File: src/rtl/kbd_pkg.sv
// Shared definitions for the PS/2 keyboard decoder: FSM encodings,
// protocol bytes, modifier scancodes, translated key codes and FIFO size.
package kbd_pkg;

  typedef enum logic [2:0] {
    P_IDLE,
    P_EXT,
    P_BRK,
    P_EXTBRK,
    P_SKIP
  } prefix_state_t;

  typedef enum logic [2:0] {
    L_IDLE,
    L_CMD1,
    L_ACK1,
    L_CMD2,
    L_ACK2
  } led_state_t;

  localparam logic [7:0] SC_E0 = 8'hE0;
  localparam logic [7:0] SC_E1 = 8'hE1;
  localparam logic [7:0] SC_F0 = 8'hF0;
  localparam logic [7:0] SC_FA = 8'hFA;
  localparam logic [7:0] SC_ED = 8'hED;

  localparam logic [7:0] SC_LSHIFT = 8'h12;
  localparam logic [7:0] SC_RSHIFT = 8'h59;
  localparam logic [7:0] SC_CTRL   = 8'h14;
  localparam logic [7:0] SC_ALT    = 8'h11;
  localparam logic [7:0] SC_CAPS   = 8'h58;

  localparam logic [7:0] KEY_BKSP  = 8'h08;
  localparam logic [7:0] KEY_TAB   = 8'h09;
  localparam logic [7:0] KEY_ENTER = 8'h0A;
  localparam logic [7:0] KEY_ESC   = 8'h1B;
  localparam logic [7:0] KEY_DEL   = 8'h7F;
  localparam logic [7:0] KEY_UP    = 8'h80;
  localparam logic [7:0] KEY_DOWN  = 8'h81;
  localparam logic [7:0] KEY_LEFT  = 8'h82;
  localparam logic [7:0] KEY_RIGHT = 8'h83;
  localparam logic [7:0] KEY_HOME  = 8'h84;
  localparam logic [7:0] KEY_END   = 8'h85;
  localparam logic [7:0] KEY_PGUP  = 8'h86;
  localparam logic [7:0] KEY_PGDN  = 8'h87;
  localparam logic [7:0] KEY_INS   = 8'h88;
  localparam logic [7:0] KEY_F1    = 8'h90;

  localparam int FIFO_DEPTH = 16;

  // Controller/keyboard status bytes that carry no key information when idle.
  function automatic logic is_ignored(input logic [7:0] b);
    return (b == 8'hFA) || (b == 8'hAA) || (b == 8'hEE) ||
           (b == 8'hFE) || (b == 8'h00) || (b == 8'hFF);
  endfunction

endpackage

File: src/rtl/kbd_xlat.sv
// Combinational scancode (set 2, US layout) to key-code translation.
module kbd_xlat
  import kbd_pkg::*;
(
  input  logic [7:0] scancode,
  input  logic       ext,
  input  logic       shift,
  input  logic       caps,
  input  logic       ctrl,
  output logic       valid,
  output logic [7:0] code
);

  logic [7:0] letter;
  logic [7:0] upper;

  // Lowercase ASCII for the 26 letter keys, zero for anything else.
  always_comb begin
    letter = 8'h00;
    if (!ext) begin
      case (scancode)
        8'h1C: letter = 8'h61; 8'h32: letter = 8'h62; 8'h21: letter = 8'h63;
        8'h23: letter = 8'h64; 8'h24: letter = 8'h65; 8'h2B: letter = 8'h66;
        8'h34: letter = 8'h67; 8'h33: letter = 8'h68; 8'h43: letter = 8'h69;
        8'h3B: letter = 8'h6A; 8'h42: letter = 8'h6B; 8'h4B: letter = 8'h6C;
        8'h3A: letter = 8'h6D; 8'h31: letter = 8'h6E; 8'h44: letter = 8'h6F;
        8'h4D: letter = 8'h70; 8'h15: letter = 8'h71; 8'h2D: letter = 8'h72;
        8'h1B: letter = 8'h73; 8'h2C: letter = 8'h74; 8'h3C: letter = 8'h75;
        8'h2A: letter = 8'h76; 8'h1D: letter = 8'h77; 8'h22: letter = 8'h78;
        8'h35: letter = 8'h79; 8'h1A: letter = 8'h7A;
        default: letter = 8'h00;
      endcase
    end
  end

  assign upper = letter - 8'h20;

  // Final code: letters honour ctrl/shift/caps, other printables only shift.
  always_comb begin
    valid = 1'b0;
    code  = 8'h00;
    if (letter != 8'h00) begin
      valid = 1'b1;
      if (ctrl)              code = upper & 8'h1F;
      else if (shift ^ caps) code = upper;
      else                   code = letter;
    end else if (ext) begin
      valid = 1'b1;
      case (scancode)
        8'h75: code = KEY_UP;
        8'h72: code = KEY_DOWN;
        8'h6B: code = KEY_LEFT;
        8'h74: code = KEY_RIGHT;
        8'h6C: code = KEY_HOME;
        8'h69: code = KEY_END;
        8'h7D: code = KEY_PGUP;
        8'h7A: code = KEY_PGDN;
        8'h70: code = KEY_INS;
        8'h71: code = KEY_DEL;
        default: valid = 1'b0;
      endcase
    end else begin
      valid = 1'b1;
      case (scancode)
        8'h16: code = shift ? 8'h21 : 8'h31;
        8'h1E: code = shift ? 8'h40 : 8'h32;
        8'h26: code = shift ? 8'h23 : 8'h33;
        8'h25: code = shift ? 8'h24 : 8'h34;
        8'h2E: code = shift ? 8'h25 : 8'h35;
        8'h36: code = shift ? 8'h5E : 8'h36;
        8'h3D: code = shift ? 8'h26 : 8'h37;
        8'h3E: code = shift ? 8'h2A : 8'h38;
        8'h46: code = shift ? 8'h28 : 8'h39;
        8'h45: code = shift ? 8'h29 : 8'h30;
        8'h0E: code = shift ? 8'h7E : 8'h60;
        8'h4E: code = shift ? 8'h5F : 8'h2D;
        8'h55: code = shift ? 8'h2B : 8'h3D;
        8'h54: code = shift ? 8'h7B : 8'h5B;
        8'h5B: code = shift ? 8'h7D : 8'h5D;
        8'h5D: code = shift ? 8'h7C : 8'h5C;
        8'h4C: code = shift ? 8'h3A : 8'h3B;
        8'h52: code = shift ? 8'h22 : 8'h27;
        8'h41: code = shift ? 8'h3C : 8'h2C;
        8'h49: code = shift ? 8'h3E : 8'h2E;
        8'h4A: code = shift ? 8'h3F : 8'h2F;
        8'h29: code = 8'h20;
        8'h5A: code = KEY_ENTER;
        8'h66: code = KEY_BKSP;
        8'h0D: code = KEY_TAB;
        8'h76: code = KEY_ESC;
        8'h05: code = KEY_F1;
        8'h06: code = KEY_F1 + 8'd1;
        8'h04: code = KEY_F1 + 8'd2;
        8'h0C: code = KEY_F1 + 8'd3;
        8'h03: code = KEY_F1 + 8'd4;
        8'h0B: code = KEY_F1 + 8'd5;
        8'h83: code = KEY_F1 + 8'd6;
        8'h0A: code = KEY_F1 + 8'd7;
        8'h01: code = KEY_F1 + 8'd8;
        8'h09: code = KEY_F1 + 8'd9;
        8'h78: code = KEY_F1 + 8'd10;
        8'h07: code = KEY_F1 + 8'd11;
        default: valid = 1'b0;
      endcase
    end
  end

endmodule

File: src/rtl/kbd_decoder.sv
// PS/2 keyboard decoder: prefix tracking, modifier state, key FIFO and the
// caps-lock LED update handshake (ED + LED byte, each acknowledged by FA).
module kbd_decoder
  import kbd_pkg::*;
#(
  parameter int ACK_TIMEOUT_W = 20
) (
  input  logic       clock,
  input  logic       reset,
  input  logic [7:0] kbd,
  input  logic       hit,
  input  logic       err,
  input  logic       ready,
  output logic       cmd,
  output logic [7:0] dat,
  input  logic       rd,
  output logic [7:0] dout,
  output logic       empty,
  output logic       ovf,
  output logic [3:0] mods
);

  prefix_state_t          p_state;
  logic [2:0]             skip_cnt;
  led_state_t             l_state;
  logic                   led_pend;
  logic [ACK_TIMEOUT_W-1:0] tmo_cnt;

  logic lshift, rshift, lctrl, rctrl, lalt, ralt, caps_held, caps_lock;

  logic [7:0] fifo_mem [FIFO_DEPTH];
  logic [3:0] wr_ptr, rd_ptr;
  logic [4:0] count;

  logic ack_wait, ack_hit, feed, is_ext, is_brk, is_prefix, key_evt;
  logic k_lshift, k_rshift, k_lctrl, k_rctrl, k_lalt, k_ralt, k_caps, k_mod;
  logic x_valid;
  logic [7:0] x_code;
  logic push_req, caps_toggle, full, do_pop, do_push;

  assign mods = {caps_lock, lalt | ralt, lctrl | rctrl, lshift | rshift};

  // An FA arriving while the LED handshake waits belongs to it, not to the key path.
  assign ack_wait  = (l_state == L_ACK1) || (l_state == L_ACK2);
  assign ack_hit   = hit && ack_wait && (kbd == SC_FA);
  assign feed      = hit && !err && !ack_hit;
  assign is_ext    = (p_state == P_EXT) || (p_state == P_EXTBRK);
  assign is_brk    = (p_state == P_BRK) || (p_state == P_EXTBRK);
  assign is_prefix = (kbd == SC_E0) || (kbd == SC_F0) ||
                     ((kbd == SC_E1) && (p_state == P_IDLE));
  assign key_evt   = feed && (p_state != P_SKIP) && !is_prefix &&
                     !((p_state == P_IDLE) && is_ignored(kbd));

  assign k_lshift = !is_ext && (kbd == SC_LSHIFT);
  assign k_rshift = !is_ext && (kbd == SC_RSHIFT);
  assign k_lctrl  = !is_ext && (kbd == SC_CTRL);
  assign k_rctrl  =  is_ext && (kbd == SC_CTRL);
  assign k_lalt   = !is_ext && (kbd == SC_ALT);
  assign k_ralt   =  is_ext && (kbd == SC_ALT);
  assign k_caps   = !is_ext && (kbd == SC_CAPS);
  assign k_mod    = k_lshift | k_rshift | k_lctrl | k_rctrl | k_lalt | k_ralt | k_caps;

  kbd_xlat u_xlat (
    .scancode (kbd),
    .ext      (is_ext),
    .shift    (mods[0]),
    .caps     (caps_lock),
    .ctrl     (mods[1]),
    .valid    (x_valid),
    .code     (x_code)
  );

  assign push_req    = key_evt && !is_brk && !k_mod && x_valid;
  assign caps_toggle = key_evt && !is_brk && k_caps && !caps_held;

  assign empty   = (count == 5'd0);
  assign full    = (count == 5'(FIFO_DEPTH));
  assign do_pop  = rd && !empty;
  assign do_push = push_req && (!full || do_pop);
  assign dout    = empty ? 8'h00 : fifo_mem[rd_ptr];

  // Prefix FSM: tracks E0/F0/E1 prefixes and swallows the Pause sequence.
  always_ff @(posedge clock) begin
    if (reset || err) begin
      p_state  <= P_IDLE;
      skip_cnt <= 3'd0;
    end else if (feed) begin
      if (p_state == P_SKIP) begin
        if (skip_cnt == 3'd6) begin
          p_state  <= P_IDLE;
          skip_cnt <= 3'd0;
        end else begin
          skip_cnt <= skip_cnt + 3'd1;
        end
      end else if (kbd == SC_E0) begin
        p_state <= P_EXT;
      end else if (kbd == SC_F0) begin
        p_state <= is_ext ? P_EXTBRK : P_BRK;
      end else if ((kbd == SC_E1) && (p_state == P_IDLE)) begin
        p_state  <= P_SKIP;
        skip_cnt <= 3'd0;
      end else begin
        p_state <= P_IDLE;
      end
    end
  end

  // Modifier held bits; caps lock flips only on a fresh (non-repeat) make.
  always_ff @(posedge clock) begin
    if (reset) begin
      {lshift, rshift, lctrl, rctrl, lalt, ralt, caps_held, caps_lock} <= '0;
    end else if (key_evt) begin
      if (k_lshift) lshift <= !is_brk;
      if (k_rshift) rshift <= !is_brk;
      if (k_lctrl)  lctrl  <= !is_brk;
      if (k_rctrl)  rctrl  <= !is_brk;
      if (k_lalt)   lalt   <= !is_brk;
      if (k_ralt)   ralt   <= !is_brk;
      if (k_caps)   caps_held <= !is_brk;
      if (caps_toggle) caps_lock <= !caps_lock;
    end
  end

  // FIFO storage; the slot freed by a pop may be refilled in the same cycle.
  always_ff @(posedge clock) begin
    if (do_push) fifo_mem[wr_ptr] <= x_code;
  end

  // FIFO pointers, occupancy and the sticky overflow flag.
  always_ff @(posedge clock) begin
    if (reset) begin
      wr_ptr <= 4'd0;
      rd_ptr <= 4'd0;
      count  <= 5'd0;
      ovf    <= 1'b0;
    end else begin
      if (do_push) wr_ptr <= wr_ptr + 4'd1;
      if (do_pop)  rd_ptr <= rd_ptr + 4'd1;
      case ({do_push, do_pop})
        2'b10:   count <= count + 5'd1;
        2'b01:   count <= count - 5'd1;
        default: count <= count;
      endcase
      if (do_pop)                     ovf <= 1'b0;
      else if (push_req && !do_push)  ovf <= 1'b1;
    end
  end

  // LED FSM: sends ED then the LED byte, waiting for FA after each, with abort.
  always_ff @(posedge clock) begin
    if (reset) begin
      l_state  <= L_IDLE;
      led_pend <= 1'b0;
      tmo_cnt  <= '0;
      cmd      <= 1'b0;
      dat      <= 8'h00;
    end else begin
      cmd <= 1'b0;
      dat <= 8'h00;
      if (caps_toggle)                         led_pend <= 1'b1;
      else if ((l_state == L_IDLE) && led_pend) led_pend <= 1'b0;
      case (l_state)
        L_IDLE: if (led_pend) l_state <= L_CMD1;
        L_CMD1, L_CMD2: begin
          if (ready) begin
            cmd     <= 1'b1;
            dat     <= (l_state == L_CMD1) ? SC_ED : {5'b0, caps_lock, 2'b0};
            l_state <= (l_state == L_CMD1) ? L_ACK1 : L_ACK2;
            tmo_cnt <= '0;
          end
        end
        L_ACK1, L_ACK2: begin
          if (err)          l_state <= L_IDLE;
          else if (ack_hit) l_state <= (l_state == L_ACK1) ? L_CMD2 : L_IDLE;
          else if (hit)     l_state <= L_IDLE;
          else if (&tmo_cnt) l_state <= L_IDLE;
          else              tmo_cnt <= tmo_cnt + 1'b1;
        end
        default: l_state <= L_IDLE;
      endcase
    end
  end

endmodule

File: config.mk
export PLATFORM = sky130hd
export DESIGN_NAME = kbd_decoder
export DESIGN_NICKNAME = d
export VERILOG_FILES = /design/src/rtl/kbd_pkg.sv /design/src/rtl/kbd_xlat.sv /design/src/rtl/kbd_decoder.sv
export SDC_FILE = /design/constraint.sdc
export NUM_CORES = 1
export LEC_CHECK = 0
export BUFFER_PORTS_ARGS = -buffer_cell sky130_fd_sc_hd__buf_4
export CAP_MARGIN = 20
export CORE_MARGIN = 1.5
export CORE_UTILIZATION = 49
export DETAILED_ROUTE_END_ITERATION = 12
export GPL_TIMING_DRIVEN = 0
export PLACE_DENSITY_LB_ADDON = 0.25
export SLEW_MARGIN = 0
export SYNTH_ARGS = -nofsm -noshare
export SYNTH_HDL_FRONTEND = slang
export SYNTH_HIERARCHICAL = 1
export SYNTH_SLANG_ARGS = --single-unit
File: constraint.sdc
create_clock -name clock -period 9.3 [get_ports clock]
set_input_delay 2.325 -clock clock [delete_from_list [all_inputs] [get_ports clock]]
set_output_delay 2.325 -clock clock [all_outputs]
set_load 0.005 [all_outputs]
== After elaboration in Yosys (flattened, before gate mapping) ==
Memory sizes are Yosys's and may differ from the RTL's. A register that Yosys moved wholly into a read port is not among the register bits.
Index checks and enable logic that the tools add are counted.

* Bits in registers: 61
* Memories: 2
* Word-level logic and storage cells: 271
* Output and inout port bits: 23
* RAM bits: 128
* Input port bits: 14
* Bits in read-only memories: 896

* Bitwise gates (word level): 12
* Equal/unequal tests: 84
* Multiplexer cells: 69
* Add/sub/neg operators: 7
* Reduce and logical (&&, ||, !) cells: 78

{| class="wikitable"
|+ Memory list
! name !! words !! width !! rd ports !! clocked after memory_dff !! write ports !! RTL line !! text
|-
| (no name shown) || 128 || 7 || 1 || 0 || 0 || kbd_xlat.sv:21 || <nowiki>case (scancode)</nowiki>
|-
| fifo_mem || 16 || 8 || 1 || 1 || 1 || kbd_decoder.sv:31 || <nowiki>logic [7:0] fifo_mem [FIFO_DEPTH];</nowiki>
|}

{| class="wikitable"
|+ Operator list
! cell !! count
|-
| $pmux W8 S38 || 1
|-
| $eq A8 B7 Y1 const B || 28
|-
| $mux W20 || 5
|-
| $pmux W8 S10 || 1
|-
| $eq A8 B8 Y1 const B || 9
|-
| $mux W5 || 13
|-
| $mux W8 || 8
|-
| $eq A8 B6 Y1 const B || 7
|-
| $mux W3 || 18
|-
| $eq A8 B4 Y1 const B || 6
|-
| $eq A8 B5 Y1 const B || 5
|-
| $pmux W20 S2 || 1
|-
| $reduce_or A38 Y1 || 1
|-
| $eq A8 B3 Y1 const B || 4
|-
| $logic_and A1 B1 Y1 || 25
|-
| $mux W7 || 3
|-
| $add A20 B1 Y20 const B || 1
|-
| $reduce_and A20 Y1 || 1
|-
| $mux W6 || 3
|-
| $reduce_and A2 Y1 || 9
|-
| $eq A3 B2 Y1 const B || 4
|-
| $logic_not A1 Y1 || 12
|-
| $logic_or A1 B1 Y1 || 12
|-
| $ne A2 B2 Y1 const B || 6
|-
| other kinds (34) || 67
|}

== Longest topological paths before layout ==
* Depth after elaboration: 16
* Gate-level depth with buffers: 20
* Depth with buffers taken out: 18

== Hierarchy ==
The synthesis kept the hierarchy.

{| class="wikitable"
|+ By module, submodules not included
! module !! area each (µm²) !! seq. area each (µm²) !! times used !! cells each
|-
| kbd_decoder || 8,120.3 || 5,024.8 || 1 || 576
|-
| kbd_xlat || 1,941.9 || 0.0 || 1 || 301
|}

== Worst setup path before layout ==
No wires, ideal clock.

* Path kind: input -> register
* Start: in kbd[1]
* End: reg count[4]
* Stages: 18
* Library setup time: 0.133 ns
* Arrival time: 5.891 ns
* Required time: 9.167 ns
* Path buffers: 1
* Setup slack: 3.276 ns
* Path through: inv_1 -> ha_1 -> clkbuf_1 -> nand2_1 -> a21boi_0 -> o21ai_0 -> a211oi_1 -> a2111o_1 -> nand4_2 -> nand3b_1 -> o211a_1 -> a21oi_4 -> ha_1 -> a21o_1 -> a21oi_1 -> or4b_2 -> o21ai_0 -> nor4b_2

* Elaborated cells between the ends (all ways): 111
* Those cells by class: eq/ne: 63; mux: 7; bitwise: 6; reduce/logical: 34; memory: 1

{| class="wikitable"
|+ RTL lines
! element !! RTL line !! text
|-
| start, declared || kbd_decoder.sv:10 || <nowiki>input logic [7:0] kbd,</nowiki>
|-
| $mem_v2 Z128 W7 (tied with other cells) || -- ||
|-
| $mux W8 (tied with other cells) || kbd_xlat.sv:21 ||
|-
| $mux W8 (tied with other cells) || kbd_xlat.sv:20 || <nowiki>if (!ext) begin</nowiki>
|-
| $reduce_bool A8 Y1 or $mux W1 (tied branches) || kbd_xlat.sv:42, kbd_xlat.sv:47 ||
|-
| $mux W1 * || kbd_xlat.sv:42 || <nowiki>if (letter != 8'h00) begin</nowiki>
|-
| via x_valid || kbd_decoder.sv:37 || <nowiki>logic x_valid;</nowiki>
|-
| $logic_and A1 B1 Y1 * || kbd_decoder.sv:73 || <nowiki>assign push_req = key_evt && !is_brk && !k_mod && x_valid;</nowiki>
|-
| $logic_and A1 B1 Y1 * || kbd_decoder.sv:79 || <nowiki>assign do_push = push_req && (!full || do_pop);</nowiki>
|-
| $eq A2 B1 Y1 or $eq A2 B2 Y1 (tied branches) || kbd_decoder.sv:139 || <nowiki>case ({do_push, do_pop})</nowiki>
|-
| $pmux W5 S2 or $reduce_bool A2 Y1 (tied branches) || -- ||
|-
| end signal, assigned || kbd_decoder.sv:140 || <nowiki>2'b10: count <= count + 5'd1;</nowiki>
|-
| end signal, assigned || kbd_decoder.sv:141 || <nowiki>2'b01: count <= count - 5'd1;</nowiki>
|-
| end signal, assigned || kbd_decoder.sv:142 || <nowiki>default: count <= count;</nowiki>
|-
| end, declared || kbd_decoder.sv:33 || <nowiki>logic [4:0] count;</nowiki>
|}

Mark *: on every way through the listed nets, which the timed path passes. The rest lies on a longest branch.
A chain may end at the register's enable or synchronous reset.

== Final worst setup path ==
Ends and elaborated chain as after synthesis.

==> impl_metrics.env <==
export IMPL_worstPathRequired_ps=9590
export IMPL_drive_gt1_frac=0.195
export IMPL_synth_most_common_cell="edfxtp_1"
export IMPL_synth_top_cell_by_area="edfxtp_1"
export IMPL_syn_to_final_growth_pct=12.5
export IMPL_synth_top_flop_cell="edfxtp_1"
export IMPL_p_per_area_mw_per_mm2=190
export IMPL_synthTopCellsByCount="edfxtp_1, nor2_1, dfxtp_1"
export IMPL_setup_violations=0
export IMPL_place_ws_ps=2180
export IMPL_dieArea_sq_mm=0.0214
export IMPL_port_buffer_count=33
export IMPL_cap_violations=0
export IMPL_holdWs_ps=488
export IMPL_synthAdderAreaFrac=0.0244
export IMPL_finish_utilization=0.561
export IMPL_routed_wl_mm=24.9
export IMPL_cts_buffers=17
export IMPL_grtUsageTotal=0.237
export IMPL_clockRootBuffer="clkbuf_16"
export IMPL_drtIter0Drc=885
export IMPL_chipWidth_um=146
export IMPL_critPathKind="input pin to flop"
export IMPL_grt_pass1_vias=7191
export IMPL_fin_nets=976
export IMPL_viasPerCell=6.12
export IMPL_arrival_ps=7070
export IMPL_slew_viol_final=0
export IMPL_hold_path_class="flop to flop"
export IMPL_synth_area_mux_share=0.104
export IMPL_design_area_sq_mm=0.0113
export IMPL_tightest_slew_ps=897
export IMPL_grt_remaining_overflow=0
export IMPL_clock_tree_buffer_depth=2
export IMPL_grt_pass1_wl_mm=39.2
export IMPL_synthCells=877
export IMPL_crit_path_max_fanout=11
export IMPL_async_reset_ff_frac=0
export IMPL_start_util=0.499
export IMPL_maxSlewHeadroom=0.400
export IMPL_antenna_cells=0
export IMPL_gp_congestion=0.972
export IMPL_synth_edf_count=128
export IMPL_ctsHoldBuffers=0
export IMPL_die_h_um=146
export IMPL_cp_start_kind="input pin"
export IMPL_synth_simple_gate_area_frac=0.187
export IMPL_power_leakage_nw=3.92
export IMPL_seq_area_frac_synth=0.499
export IMPL_dpl_instance_area_sq_mm=0.0107
export IMPL_dr_pass1_iters=10
export IMPL_finalHoldViolCount=0
export IMPL_grt_antenna_before_repair=0
export IMPL_outcome="finished, final reports clean"
export IMPL_synth_top_family_by_area="simple AND/OR/NAND/NOR gates"
export IMPL_setup_tns_final_ps=0
export IMPL_yosys_warnings=6
export IMPL_synth_top_area_share=0.382
export IMPL_core_sq_mm=0.0202
export IMPL_fin_crit_sh=0.729
export IMPL_num_vias=7500
export IMPL_synth_xor_area_share=0.0270
export IMPL_htree_levels=4
export IMPL_rsz0062_at_grt="false"
export IMPL_clock_latency_ps=430
export IMPL_min_period_ps=6780
export IMPL_synth_compound_area_frac=0.119
export IMPL_timing_fmax_mhz=147
export IMPL_grt_max_degree=18
export IMPL_critPathLaunch="kbd[1]"
export IMPL_syn_area_sq_mm=0.0101
export IMPL_irDropWorstVdd_mv=0.159
export IMPL_synth_distinct_cells=98
export IMPL_cts_resized=0
export IMPL_cts_tree="done"
export IMPL_cts_setup_buffers=0
export IMPL_ioPinCount=37
export IMPL_clk_pin_slew_ps=60
export IMPL_ant_nets=0
export IMPL_skew_ps=10.8
export IMPL_worst_slack_ps=2520
export IMPL_synth_area_top_cells="edfxtp_1, dfxtp_1, mux4_2"
export IMPL_critPathCaptureType="flop"
export IMPL_avgSynthCellArea_sq_um=11.5
export IMPL_dp_hpwl_mm=17.7
export IMPL_synth_seq_cells=187
export IMPL_wl_per_cell_um=20.3
export IMPL_cts_sinks=187
export IMPL_hold_start="led_pend$_SDFFE_PP0P_"
export IMPL_rows=52
export IMPL_r2r_start="p_state[0]$_SDFFE_PP0P_"
export IMPL_drc=0
-- metal layers --
layer  global-route usage  wire (um)  share of wire  vias up
li1                     -          -              -     3488
met1                0.319      10600           0.43     3587
met2                0.386      11700           0.47      364
met3               0.0475       1930          0.077       61
met4               0.0747        643          0.026        0
met5                    0          0              0        -
-- layout make-up --
cell class,count,area (sq um)
buffer,66,338
clock buffer,19,433
clock inverter,12,131
fill,1707,8850
inverter,13,48.8
multi-input combinational,612,4650
sequential,187,5020
tap,270,338
timing repair buffer,46,350
-- final timing paths --
path,to,slack (ps),cells after the start
worst min-delay path,led_pend$_SDFFE_PP0P_,490,2
worst max-delay path,count[4]$_SDFFE_PP0P_,2520,19
worst min register to register,led_pend$_SDFFE_PP0P_,490,2
worst max register to register,count[4]$_SDFFE_PP0P_,4540,16
-- where the power goes --
part | leakage, nW | internal, mW | switching [mW]
combinational | 1.99 | 0.252 | 0.278
sequential | 1.66 | 0.906 | 0.0168
clock | 0.273 | 0.376 | 0.319
-- flip-flops by register name, indices dropped and copies added (netlist names), 2 cells and up, named ones only --
register  flops
count         5
l_state       3
wr_ptr        4
fifo_mem    128
skip_cnt      3
dat           2
tmo_cnt      20
p_state       3
rd_ptr        4
-- cells by family after synthesis --
| group | count (synthesis) |
|---|---|
| adder cells (fa/ha/maj) | 19 |
| AO/OA/AOI/OAI | 168 |
| AND/OR/NAND/NOR | 338 |
| flip-flops | 187 |
| XOR/XNOR | 31 |
| buffers and inverters | 79 |
| multiplexers | 54 |
| other | 1 |
-- layout by cell type, fill, tap and decap left out, drive strengths merged, types with 23 or more instances in the layout --
cell type,synthesis,routed
a21oi,46,46
nand2,40,40
mux4,40,40
nor3,32,32
o21ai,29,29
nor2b,24,24
buf,40,86
nor2,94,94
clkbuf,26,45
dfxtp,59,59
edfxtp,128,128
nand3,23,23
-- stage by stage --
| stage | power, mW | instances |
|---|---|---|
| after floorplan | 1.31 | 878 |
| final | 2.15 | 1225 |
| after CTS | 2.17 | 1223 |
| after global placement | 1.47 | 1181 |
| after global routing | 2.24 | 1225 |
| after detailed placement | 1.48 | 1192 |
-- worst max-delay path, stage by stage --
cell and delay [ps]:
buf_4 160, inv_1 180, ha_1 200, clkbuf_1 370
clkbuf_1 430, and3_1 320, o221ai_1 130, o21ai_0 370
nor3_1 120, nand4_2 220, nand3b_1 170, o211a_1 330
a21oi_4 150, ha_1 380, a21o_1 140, a21oi_1 140
or4b_2 620, o21ai_0 230, nor4b_2 80
No activity file was read; power rests on OpenSTA's default activity.
